--- config.mk ---
export PLATFORM = sky130hd
export DESIGN_NAME = cnt_seq_arbiter
export DESIGN_NICKNAME = d
export VERILOG_FILES = /design/src/rtl/cnt_seq_pkg.sv /design/src/rtl/cnt_seq_arbiter_rr_arbiter.sv /design/src/rtl/cnt_seq_arbiter.sv
export SDC_FILE = /design/constraint.sdc
export NUM_CORES = 1
export LEC_CHECK = 0
export ABC_AREA = 0
export BUFFER_PORTS_ARGS = -buffer_cell sky130_fd_sc_hd__buf_2
export CAP_MARGIN = 20
export CORE_MARGIN = 5
export CORE_UTILIZATION = 50
export DETAILED_ROUTE_END_ITERATION = 8
export GPL_TIMING_DRIVEN = 0
export PLACE_DENSITY = 0.83
export SLEW_MARGIN = 20
export SYNTH_ARGS = -nofsm -noshare
export SYNTH_HDL_FRONTEND = slang
export SYNTH_HIERARCHICAL = 1
export SYNTH_SLANG_ARGS = --single-unit
--- constraint.sdc ---
create_clock -name clk -period 5 [get_ports clk]
set_clock_uncertainty 0.15 [all_clocks]
set_input_delay 0.25 -clock clk [delete_from_list [all_inputs] [get_ports clk]]
set_output_delay 0.25 -clock clk [all_outputs]
set_load 0.05 [all_outputs]
--- src/rtl/cnt_seq_pkg.sv ---
// Shared types and default widths for the counter-sequencer arbiter.
package cnt_seq_pkg;

  localparam int DEF_NUM_REQ = 4;
  localparam int DEF_CNT_W   = 8;
  localparam int DEF_LEN_W   = 4;
  localparam int DEF_ID_W    = $clog2(DEF_NUM_REQ);

  typedef enum logic [1:0] {
    ST_IDLE = 2'd0,
    ST_RUN  = 2'd1,
    ST_DONE = 2'd2
  } state_e;

endpackage

--- src/rtl/cnt_seq_arbiter_rr_arbiter.sv ---
// Round-robin arbiter: searches upward from ptr_i with wrap; grant only while advance_i.
module rr_arbiter
  import cnt_seq_pkg::*;
#(
  parameter int N   = DEF_NUM_REQ,
  parameter int IDW = $clog2(N)
) (
  input  logic [N-1:0]   req_i,
  input  logic [IDW-1:0] ptr_i,
  input  logic           advance_i,
  output logic [N-1:0]   gnt_o,
  output logic [IDW-1:0] id_o
);

  logic           found;
  logic [IDW-1:0] idx;

  always_comb begin
    gnt_o = '0;
    id_o  = '0;
    found = 1'b0;
    idx   = '0;
    for (int i = 0; i < N; i++) begin
      idx = IDW'((int'(ptr_i) + i) % N);
      if (!found && req_i[idx]) begin
        found      = 1'b1;
        gnt_o[idx] = advance_i;
        id_o       = idx;
      end
    end
  end

endmodule

--- src/rtl/cnt_seq_arbiter.sv ---
// Shared step-counter sequenced among round-robin requesters.
// Optional CNT_SEQ_STALL_EN adds cnt_ready_i backpressure on the count stream.
module cnt_seq_arbiter
  import cnt_seq_pkg::*;
#(
  parameter int NUM_REQ = DEF_NUM_REQ,
  parameter int CNT_W   = DEF_CNT_W,
  parameter int LEN_W   = DEF_LEN_W
) (
  input  logic                       clk,
  input  logic                       reset,
  input  logic [NUM_REQ-1:0]         req_i,
  input  logic [NUM_REQ*CNT_W-1:0]   start_i,
  input  logic [NUM_REQ*CNT_W-1:0]   step_i,
  input  logic [NUM_REQ*LEN_W-1:0]   len_i,
`ifdef CNT_SEQ_STALL_EN
  input  logic                       cnt_ready_i,
`endif
  output logic [NUM_REQ-1:0]         gnt_o,
  output logic                       cnt_valid_o,
  output logic [CNT_W-1:0]           cnt_o,
  output logic [$clog2(NUM_REQ)-1:0] cnt_id_o,
  output logic                       done_o,
  output logic [$clog2(NUM_REQ)-1:0] done_id_o
);

  localparam int ID_W = $clog2(NUM_REQ);

  state_e           state_q, state_d;
  logic [ID_W-1:0]  ptr_q, ptr_d;
  logic [ID_W-1:0]  id_q, id_d;
  logic [CNT_W-1:0] cnt_q, cnt_d;
  logic [CNT_W-1:0] step_q, step_d;
  logic [LEN_W-1:0] rem_q, rem_d;

  logic [NUM_REQ-1:0] arb_gnt;
  logic [ID_W-1:0]    arb_id;
  logic               arb_adv;
  logic               ready;
  logic [CNT_W-1:0]   win_start, win_step;
  logic [LEN_W-1:0]   win_len;

`ifdef CNT_SEQ_STALL_EN
  assign ready = cnt_ready_i;
`else
  assign ready = 1'b1;
`endif

  // Grant is only offered while idle and never while reset is held.
  assign arb_adv = (state_q == ST_IDLE) && !reset;
  assign gnt_o   = arb_gnt;

  rr_arbiter #(
    .N   (NUM_REQ),
    .IDW (ID_W)
  ) u_arb (
    .req_i     (req_i),
    .ptr_i     (ptr_q),
    .advance_i (arb_adv),
    .gnt_o     (arb_gnt),
    .id_o      (arb_id)
  );

  always_comb begin
    win_start = '0;
    win_step  = '0;
    win_len   = '0;
    for (int k = 0; k < NUM_REQ; k++) begin
      if (arb_id == ID_W'(k)) begin
        win_start = start_i[k*CNT_W +: CNT_W];
        win_step  = step_i[k*CNT_W +: CNT_W];
        win_len   = len_i[k*LEN_W +: LEN_W];
      end
    end
  end

  always_ff @(posedge clk) begin
    if (reset) begin
      state_q <= ST_IDLE;
      ptr_q   <= '0;
      id_q    <= '0;
      cnt_q   <= '0;
      step_q  <= '0;
      rem_q   <= '0;
    end else begin
      state_q <= state_d;
      ptr_q   <= ptr_d;
      id_q    <= id_d;
      cnt_q   <= cnt_d;
      step_q  <= step_d;
      rem_q   <= rem_d;
    end
  end

  always_comb begin
    state_d = state_q;
    ptr_d   = ptr_q;
    id_d    = id_q;
    cnt_d   = cnt_q;
    step_d  = step_q;
    rem_d   = rem_q;
    case (state_q)
      ST_IDLE: begin
        if (|arb_gnt) begin
          id_d   = arb_id;
          step_d = win_step;
          rem_d  = win_len;
          ptr_d  = (arb_id == ID_W'(NUM_REQ - 1)) ? '0 : arb_id + 1'b1;
          // A zero-length run leaves cnt_o untouched and goes straight to DONE.
          if (win_len != '0) begin
            cnt_d   = win_start;
            state_d = ST_RUN;
          end else begin
            state_d = ST_DONE;
          end
        end
      end
      ST_RUN: begin
        if (ready) begin
          if (rem_q == LEN_W'(1)) begin
            state_d = ST_DONE;
          end else begin
            cnt_d = cnt_q + step_q;
            rem_d = rem_q - 1'b1;
          end
        end
      end
      ST_DONE: state_d = ST_IDLE;
      default: state_d = ST_IDLE;
    endcase
  end

  always_comb begin
    cnt_valid_o = (state_q == ST_RUN);
    cnt_o       = cnt_q;
    cnt_id_o    = id_q;
    done_o      = (state_q == ST_DONE);
    done_id_o   = (state_q == ST_DONE) ? id_q : '0;
  end

endmodule

==> results.sh, run 1 <==
export IMPL_ys_async_sr_fraction_pct=0
export IMPL_route_final_wire_length_um=8720
export IMPL_avgSynthCellArea_um2=7.78
export IMPL_synth_sequential_area_ratio_pct=19.1
export IMPL_timing_critical_path_arrival_ps=4600
export IMPL_worst_path_max_delay_cell="sky130_fd_sc_hd__o31ai_1"
export IMPL_pwr_density_cell_nw_per_um2=839
export IMPL_post_drt_wl_per_cell_um=16.5
export IMPL_setup_viol_count_final=0
export IMPL_timing_critical_path_to_type="flop"
export IMPL_synthesis_nets=456
export IMPL_number_of_antenna_violations_at_the_first_check_in_global_routing=0
export IMPL_floorplan_die_width_um=83.9
export IMPL_critPathRequiredTime_ps=5060
export IMPL_cp_max_fo=10
export IMPL_tritoncts="yes"
export IMPL_synthAdderAreaFrac_pct=8.98
export IMPL_grt_max_degree=15
export IMPL_start_util_pct=50.5
export IMPL_timing_critical_path_slowest_cell_delay_ps=610
export IMPL_clock_sinks=26
export IMPL_count_of_buffers_inserted_at_the_top_level_ports=102
export IMPL_slew_violations=0
export IMPL_worst_setup_path_type="reg2reg"
export IMPL_vias=3157
export IMPL_maxCapViolations=0
export IMPL_number_of_global_route_vias_before_repair=2929
export IMPL_max_clock_path_buffers=2
export IMPL_clkTransAtPathRegs_ps=100
export IMPL_worstMarginPinSlew_ps=735
export IMPL_run_status="finished clean"
export IMPL_period_share_pct=90.8
export IMPL_number_of_drc_markers_in_iteration_0=181
export IMPL_pre_cts_slack_ps=385
export IMPL_growth_of_design_area_from_synthesis_to_finish_pct=24.3
export IMPL_power_total_mw=2.85
export IMPL_detail_route_drc_violations=0
export IMPL_cts_root_buffer="sky130_fd_sc_hd__clkbuf_8"
export IMPL_global_route_usage_total_pct=23.2
export IMPL_grt_pass1_wl_um=13800
export IMPL_firstDrtPassIters=5
export IMPL_layout_cells_non_filler=529
export IMPL_fmaxAchievable_mhz=220
export IMPL_yosys_most_used_dff="sky130_fd_sc_hd__dfxtp_1"
export IMPL_layout_cells_most_common="sky130_fd_sc_hd__buf_2"
export IMPL_drive_above_1_share_pct=27.4
export IMPL_yosys_area_share_simple_pct=24.0
export IMPL_per_cell_via_count_in_the_routed_design=5.97
export IMPL_yosys_area_top_type_share_pct=19.1
export IMPL_top_level_ports=104
export IMPL_placed_cells=525
export IMPL_post_cts_buffers=0
export IMPL_holdCritPathClass="in2reg"
export IMPL_synthTopCellsByArea="sky130_fd_sc_hd__dfxtp_1, sky130_fd_sc_hd__ha_1, sky130_fd_sc_hd__nor2_1"
export IMPL_post_dp_cell_area_um2=3330
export IMPL_synth_area_mux_share_pct=8.57
export IMPL_count_of_cells_along_the_worst_register_to_register_path=15
export IMPL_combinational_family_with_the_most_area_after_synthesis="compound AO/OA/AOI/OAI gates"
export IMPL_mappedNetlistArea_um2=2730
export IMPL_dieHeight_um=83.9
export IMPL_cts_hold_buffers=0
export IMPL_unrepaired_setup_endpoints_after_global_routing="false"
export IMPL_layout_core_utilization_pct=62.8
export IMPL_nNetsFinal=563
export IMPL_post_synth_cell_types=60
export IMPL_postCtsResizedCells=0
export IMPL_r2r_start="ptr_q[0]$_SDFFE_PP0P_"
export IMPL_post_syn_instances=351
export IMPL_antenna_cells_inserted=0
export IMPL_grt_remaining_overflow=0
export IMPL_synth_edf_count=0
export IMPL_cp_endpoint="cnt_o[6]$_SDFFE_PP0P_"
export IMPL_estimated_wirelength_of_the_detail_placed_design_um=6920
export IMPL_regToRegEndpoint="cnt_o[6]$_SDFFE_PP0P_"
export IMPL_tritoncts_num_buffers=3
export IMPL_post_route_worst_setup_slack_ps=461
export IMPL_synth_largest_area_cell="sky130_fd_sc_hd__dfxtp_1"
export IMPL_fp_coreArea_um2=5410
export IMPL_total_leakage_power_nw=1.54
export IMPL_die_area_um2=7040
export IMPL_yosys_area_share_xor_xnor_pct=0.642
export IMPL_timing_setup_tns_ps=0
export IMPL_clock_tree_htree_level_count=1
export IMPL_gpl_final_weighted_congestion=0.922
export IMPL_vdd_drop_max_v=0.000596
export IMPL_period_minus_slack_ps=4540
export IMPL_insertion_delay_ps=280
export IMPL_crit_path_start_kind="flop"
export IMPL_critical_path_startpoint="ptr_q[0]$_SDFFE_PP0P_"
export IMPL_final_hold_viol_count=0
export IMPL_register_bit_total_from_synthesis=26
export IMPL_synth_compound_gate_area_share_pct=32.1
export IMPL_reg2reg_setup_slack_ps=460
export IMPL_critical_path_cell_chain="buf_6 -> inv_1 -> ha_1 -> mux4_2 -> nand2b_1 -> nor2b_1 -> o31ai_1 -> inv_1 -> ha_1 -> nor2b_1 -> a2111oi_1 -> o211ai_1 -> o21bai_1 -> buf_4 -> mux2i_1"
export IMPL_max_slew_margin_pct=50.5
export IMPL_hold_slack_ps=167
export IMPL_rows=27
export IMPL_final_antenna_net_count=0
export IMPL_final_area_um2=3390
export IMPL_mostFrequentLayoutCells="sky130_fd_sc_hd__buf_2, sky130_fd_sc_hd__nor2_1, sky130_fd_sc_hd__a21oi_1, sky130_fd_sc_hd__dfxtp_1, sky130_fd_sc_hd__ha_1"
export IMPL_yosys_warnings=6
## power breakdown
part | internal [mW] | switching, mW | total [mW]
clock | 0.0705 | 0.0685 | 0.139
sequential | 0.298 | 0.0792 | 0.378
combinational | 0.903 | 1.43 | 2.33
## critical path: cells and delay by family, from the launching register on
family,cells,cell delay [ps]
AOI/OAI and AO/OA,4,1490
and+or+nand+nor,3,490
DFF,1,480
adders and majority gates,2,780
muxes,2,430
buffers and inverters,4,640
## routing by layer
metal	vias to the layer above	wire length, um	track usage, %
li1	1542	-	-
met1	1476	3810	31.6
met2	126	4180	38.5
met3	13	599	2.76
met4	0	126	6.29
met5	-	0	0
## cells by family after synthesis
| group | Yosys count |
|---|---|
| XOR/XNOR | 2 |
| multiplexers | 18 |
| AND/OR/NAND/NOR | 125 |
| buffers and inverters | 39 |
| adder cells (fa/ha/maj) | 19 |
| flip-flops | 26 |
| AO/OA/AOI/OAI | 122 |
## worst min path at each step
stage / startpoint / end / slack (ps) / cells after the start
2_1_floorplan: state_q[1]$_SDFFE_PP0P_ / state_q[1]$_SDFFE_PP0P_ / 270 / 1
3_3_place_gp: state_q[1]$_SDFFE_PP0P_ / state_q[1]$_SDFFE_PP0P_ / 290 / 1
3_5_place_dp: state_q[1]$_SDFFE_PP0P_ / state_q[1]$_SDFFE_PP0P_ / 300 / 1
4_1_cts: step_i[28] / step_q[4]$_SDFFE_PP0P_ / 160 / 3
5_1_grt: step_i[24] / step_q[0]$_SDFFE_PP0P_ / 210 / 3
6_report: step_i[28] / step_q[4]$_SDFFE_PP0P_ / 170 / 3
## sequential cells by signal (all words and copies together) (netlist names)
name and count:
cnt_id_o 2, cnt_o 8, ptr_q 2, rem_q 4
state_q 2, step_q 8
## final cells by class
cell class | count | area, um2
fill | 516 | 2010
buffer | 25 | 128
multi-input combinational | 286 | 2040
timing repair buffer | 102 | 510
tap | 72 | 90.1
clock buffer | 4 | 55.1
sequential | 26 | 520
inverter | 14 | 52.6
## Yosys cell counts, types with 9 or more instances
master                     number
sky130_fd_sc_hd__nor2_1        42
sky130_fd_sc_hd__a21oi_1       28
sky130_fd_sc_hd__dfxtp_1       26
sky130_fd_sc_hd__ha_1          18
sky130_fd_sc_hd__a211oi_1      16
sky130_fd_sc_hd__nand2_1       15
sky130_fd_sc_hd__mux2i_1       14
sky130_fd_sc_hd__nand2b_1      14
sky130_fd_sc_hd__a221oi_1      13
sky130_fd_sc_hd__clkbuf_1      12
sky130_fd_sc_hd__inv_1         12
sky130_fd_sc_hd__nor3_1         9
(Power assumes the default switching activity.)
==> inputs of run 2 (changes only) <==
Settings changed: PLACE_DENSITY 0.83 to not set, PLACE_DENSITY_LB_ADDON set to 0.12.
==> run 2 against run 1 <==
Compared with the run above: utilization up 0.30 points; cell area up 0.48%; hold slack better by 5.5 ps; sequential power down 1%; critical path depth unchanged; fmax down 1.2%; global-route usage up 0.55 points; non-clock buffer count unchanged; combinational power about the same; sequential share of layout area down 0.073 points; total power up 1.2%; flip-flop and latch count unchanged; critical endpoint is now cnt_o[0]$_SDFFE_PP0P_; largest power group unchanged.
==> results.sh, run 2 (same netlist as run 1, synthesis figures left out) <==
export IMPL_max_clock_path_buffers=2
export IMPL_final_antenna_net_count=0
export IMPL_number_of_drc_markers_in_iteration_0=206
export IMPL_period_share_pct=91.9
export IMPL_fp_coreArea_um2=5410
export IMPL_grt_remaining_overflow=0
export IMPL_worst_hold_path_num_cells=3
export IMPL_worst_setup_path_type="reg2reg"
export IMPL_total_leakage_power_nw=1.54
export IMPL_global_route_usage_total_pct=23.7
export IMPL_rows=27
export IMPL_final_hold_viol_count=0
export IMPL_run_status="finished clean"
export IMPL_clock_sinks=26
export IMPL_clkPwrFrac_pct=6.1
export IMPL_cp_max_fo=10
export IMPL_globalRouteMet2Util_pct=36.4
export IMPL_clkTransAtPathRegs_ps=90
export IMPL_holdCritPathClass="in2reg"
export IMPL_unrepaired_setup_endpoints_after_global_routing="false"
export IMPL_worstHoldStart="step_i[29]"
export IMPL_grt_max_degree=16
export IMPL_pwr_density_cell_nw_per_um2=845
export IMPL_timing_critical_path_arrival_ps=4650
export IMPL_regToRegEndpoint="cnt_o[0]$_SDFFE_PP0P_"
export IMPL_count_of_buffers_inserted_at_the_top_level_ports=102
export IMPL_pwr_share_comb_pct=80.9
export IMPL_period_minus_slack_ps=4600
export IMPL_post_drt_wl_per_cell_um=16.1
export IMPL_final_area_um2=3410
export IMPL_switching_share_pct=54.6
export IMPL_timing_setup_tns_ps=0
export IMPL_layout_cells_most_common="sky130_fd_sc_hd__buf_2"
export IMPL_insertion_delay_ps=270
export IMPL_critPathRequiredTime_ps=5060
export IMPL_vias=3124
export IMPL_estimated_wirelength_of_the_detail_placed_design_um=6980
export IMPL_clock_tree_htree_level_count=1
export IMPL_firstDrtPassIters=4
export IMPL_nNetsFinal=563
export IMPL_post_dp_cell_area_um2=3330
export IMPL_tritoncts_num_buffers=3
export IMPL_count_of_cells_along_the_worst_register_to_register_path=15
export IMPL_power_total_mw=2.88
export IMPL_gpl_final_weighted_congestion=0.888
export IMPL_cts_root_buffer="sky130_fd_sc_hd__clkbuf_8"
export IMPL_r2r_start="ptr_q[0]$_SDFFE_PP0P_"
export IMPL_grt_busiest_layer="met2"
export IMPL_drive_above_1_share_pct=27.4
export IMPL_grtUsageMet3_pct=2.37
export IMPL_number_of_global_route_vias_before_repair=2933
export IMPL_detail_route_drc_violations=0
export IMPL_max_slew_margin_pct=47.5
export IMPL_maxCapViolations=0
export IMPL_worstMarginPinSlew_ps=781
export IMPL_route_final_wire_length_um=8540
export IMPL_gr_usage_met1_pct=35.9
export IMPL_power_net_switching_mw=1.57
export IMPL_setup_viol_count_final=0
export IMPL_fill_cells=520
export IMPL_number_of_antenna_violations_at_the_first_check_in_global_routing=0
export IMPL_p_int_mw=1.31
export IMPL_worst_hold_path_endpoint="step_q[5]$_SDFFE_PP0P_"
export IMPL_vdd_drop_max_v=0.000551
export IMPL_mostFrequentLayoutCells="sky130_fd_sc_hd__buf_2, sky130_fd_sc_hd__nor2_1, sky130_fd_sc_hd__a21oi_1, sky130_fd_sc_hd__dfxtp_1, sky130_fd_sc_hd__ha_1"
export IMPL_grt_pass1_wl_um=14100
export IMPL_growth_of_design_area_from_synthesis_to_finish_pct=24.9
export IMPL_seq_power_share_pct=13.0
export IMPL_fmaxAchievable_mhz=218
export IMPL_dieHeight_um=83.9
export IMPL_reg2reg_setup_slack_ps=400
export IMPL_start_util_pct=50.5
export IMPL_antenna_cells_inserted=0
export IMPL_tritoncts="yes"
export IMPL_top_level_ports=104
export IMPL_timing_critical_path_to_type="flop"
export IMPL_per_cell_via_count_in_the_routed_design=5.91
export IMPL_slew_violations=0
export IMPL_die_area_um2=7040
export IMPL_crit_path_start_kind="flop"
export IMPL_floorplan_die_width_um=83.9
run 2: changes by cell type in the layout (fill, tap and decap cells not counted):
cell,before,now
sky130_fd_sc_hd__bufinv_16,0,1
sky130_fd_sc_hd__clkbuf_8,4,3
run 2: critical path, stage by stage, from the launching register on:
cell and delay [ps]:
sky130_fd_sc_hd__dfxtp_1 480, sky130_fd_sc_hd__buf_6 200, sky130_fd_sc_hd__inv_1 80, sky130_fd_sc_hd__ha_1 450, sky130_fd_sc_hd__mux4_2 250, sky130_fd_sc_hd__nand2b_1 110, sky130_fd_sc_hd__nor2b_1 160, sky130_fd_sc_hd__o31ai_1 640
sky130_fd_sc_hd__inv_1 150, sky130_fd_sc_hd__ha_1 330, sky130_fd_sc_hd__nor2b_1 220, sky130_fd_sc_hd__a2111oi_1 460, sky130_fd_sc_hd__o211ai_1 240, sky130_fd_sc_hd__o21bai_1 180, sky130_fd_sc_hd__buf_4 220, sky130_fd_sc_hd__mux2i_1 200
run 2: worst max-delay path by stage:
stage | from | end | slack, ps | depth (start not counted)
after floorplan | ptr_q[0]$_SDFFE_PP0P_ | cnt_o[1]$_SDFFE_PP0P_ | 1260 | 14
after global placement | ptr_q[0]$_SDFFE_PP0P_ | cnt_o[0]$_SDFFE_PP0P_ | 520 | 13
after detailed placement | ptr_q[0]$_SDFFE_PP0P_ | cnt_o[6]$_SDFFE_PP0P_ | 460 | 14
after CTS | ptr_q[0]$_SDFFE_PP0P_ | cnt_o[0]$_SDFFE_PP0P_ | 410 | 13
after global routing | ptr_q[0]$_SDFFE_PP0P_ | cnt_o[0]$_SDFFE_PP0P_ | 120 | 15
final | ptr_q[0]$_SDFFE_PP0P_ | cnt_o[0]$_SDFFE_PP0P_ | 400 | 15
run 2: area by class of cell:
type                            count  area [um2]  share of cell area, %
Buffer                             25         128                   3.74
Clock buffer                        3        41.3                   1.21
Clock inverter                      1        30.0                  0.881
Inverter                           14        52.6                   1.54
Multi-Input combinational cell    286        2040                   59.7
Sequential cell                    26         520                   15.3
Tap cell                           72        90.1                   2.64
Timing Repair Buffer              102         510                   15.0
run 2: metrics by stage:
stage	util (%)	instances	hold slack (ps)	setup WS [ps]
after floorplan	-	351	270	1260
after global placement	61.6	525	291	523
after detailed placement	61.6	525	307	462
after CTS	62.9	529	173	415
after global routing	63.1	529	174	115
final	63.1	529	172	404
run 2: repair_timing:
item                                    in CTS  in global routing
buffers inserted                             0                  0
resized for setup                            0                  1
endpoints found under the setup margin       0                  1
hold buffers                                 0                  0
run 2: routing by layer:
metal	routed length [um]	share of wire [%]
met5	0	0
met4	62	0.73
met3	525	6.1
met2	3720	44
met1	4230	50
run 2: power by group through the flow:
| stage | Combinational (mW) | Clock (mW) | Sequential (mW) |
|---|---|---|---|
| after floorplan | 1.63 | 0 | 0.490 |
| after global placement | 2.24 | 0 | 0.376 |
| after detailed placement | 2.27 | 0 | 0.379 |
| after CTS | 2.28 | 0.177 | 0.374 |
| after global routing | 2.56 | 0.186 | 0.388 |
| final | 2.33 | 0.177 | 0.374 |
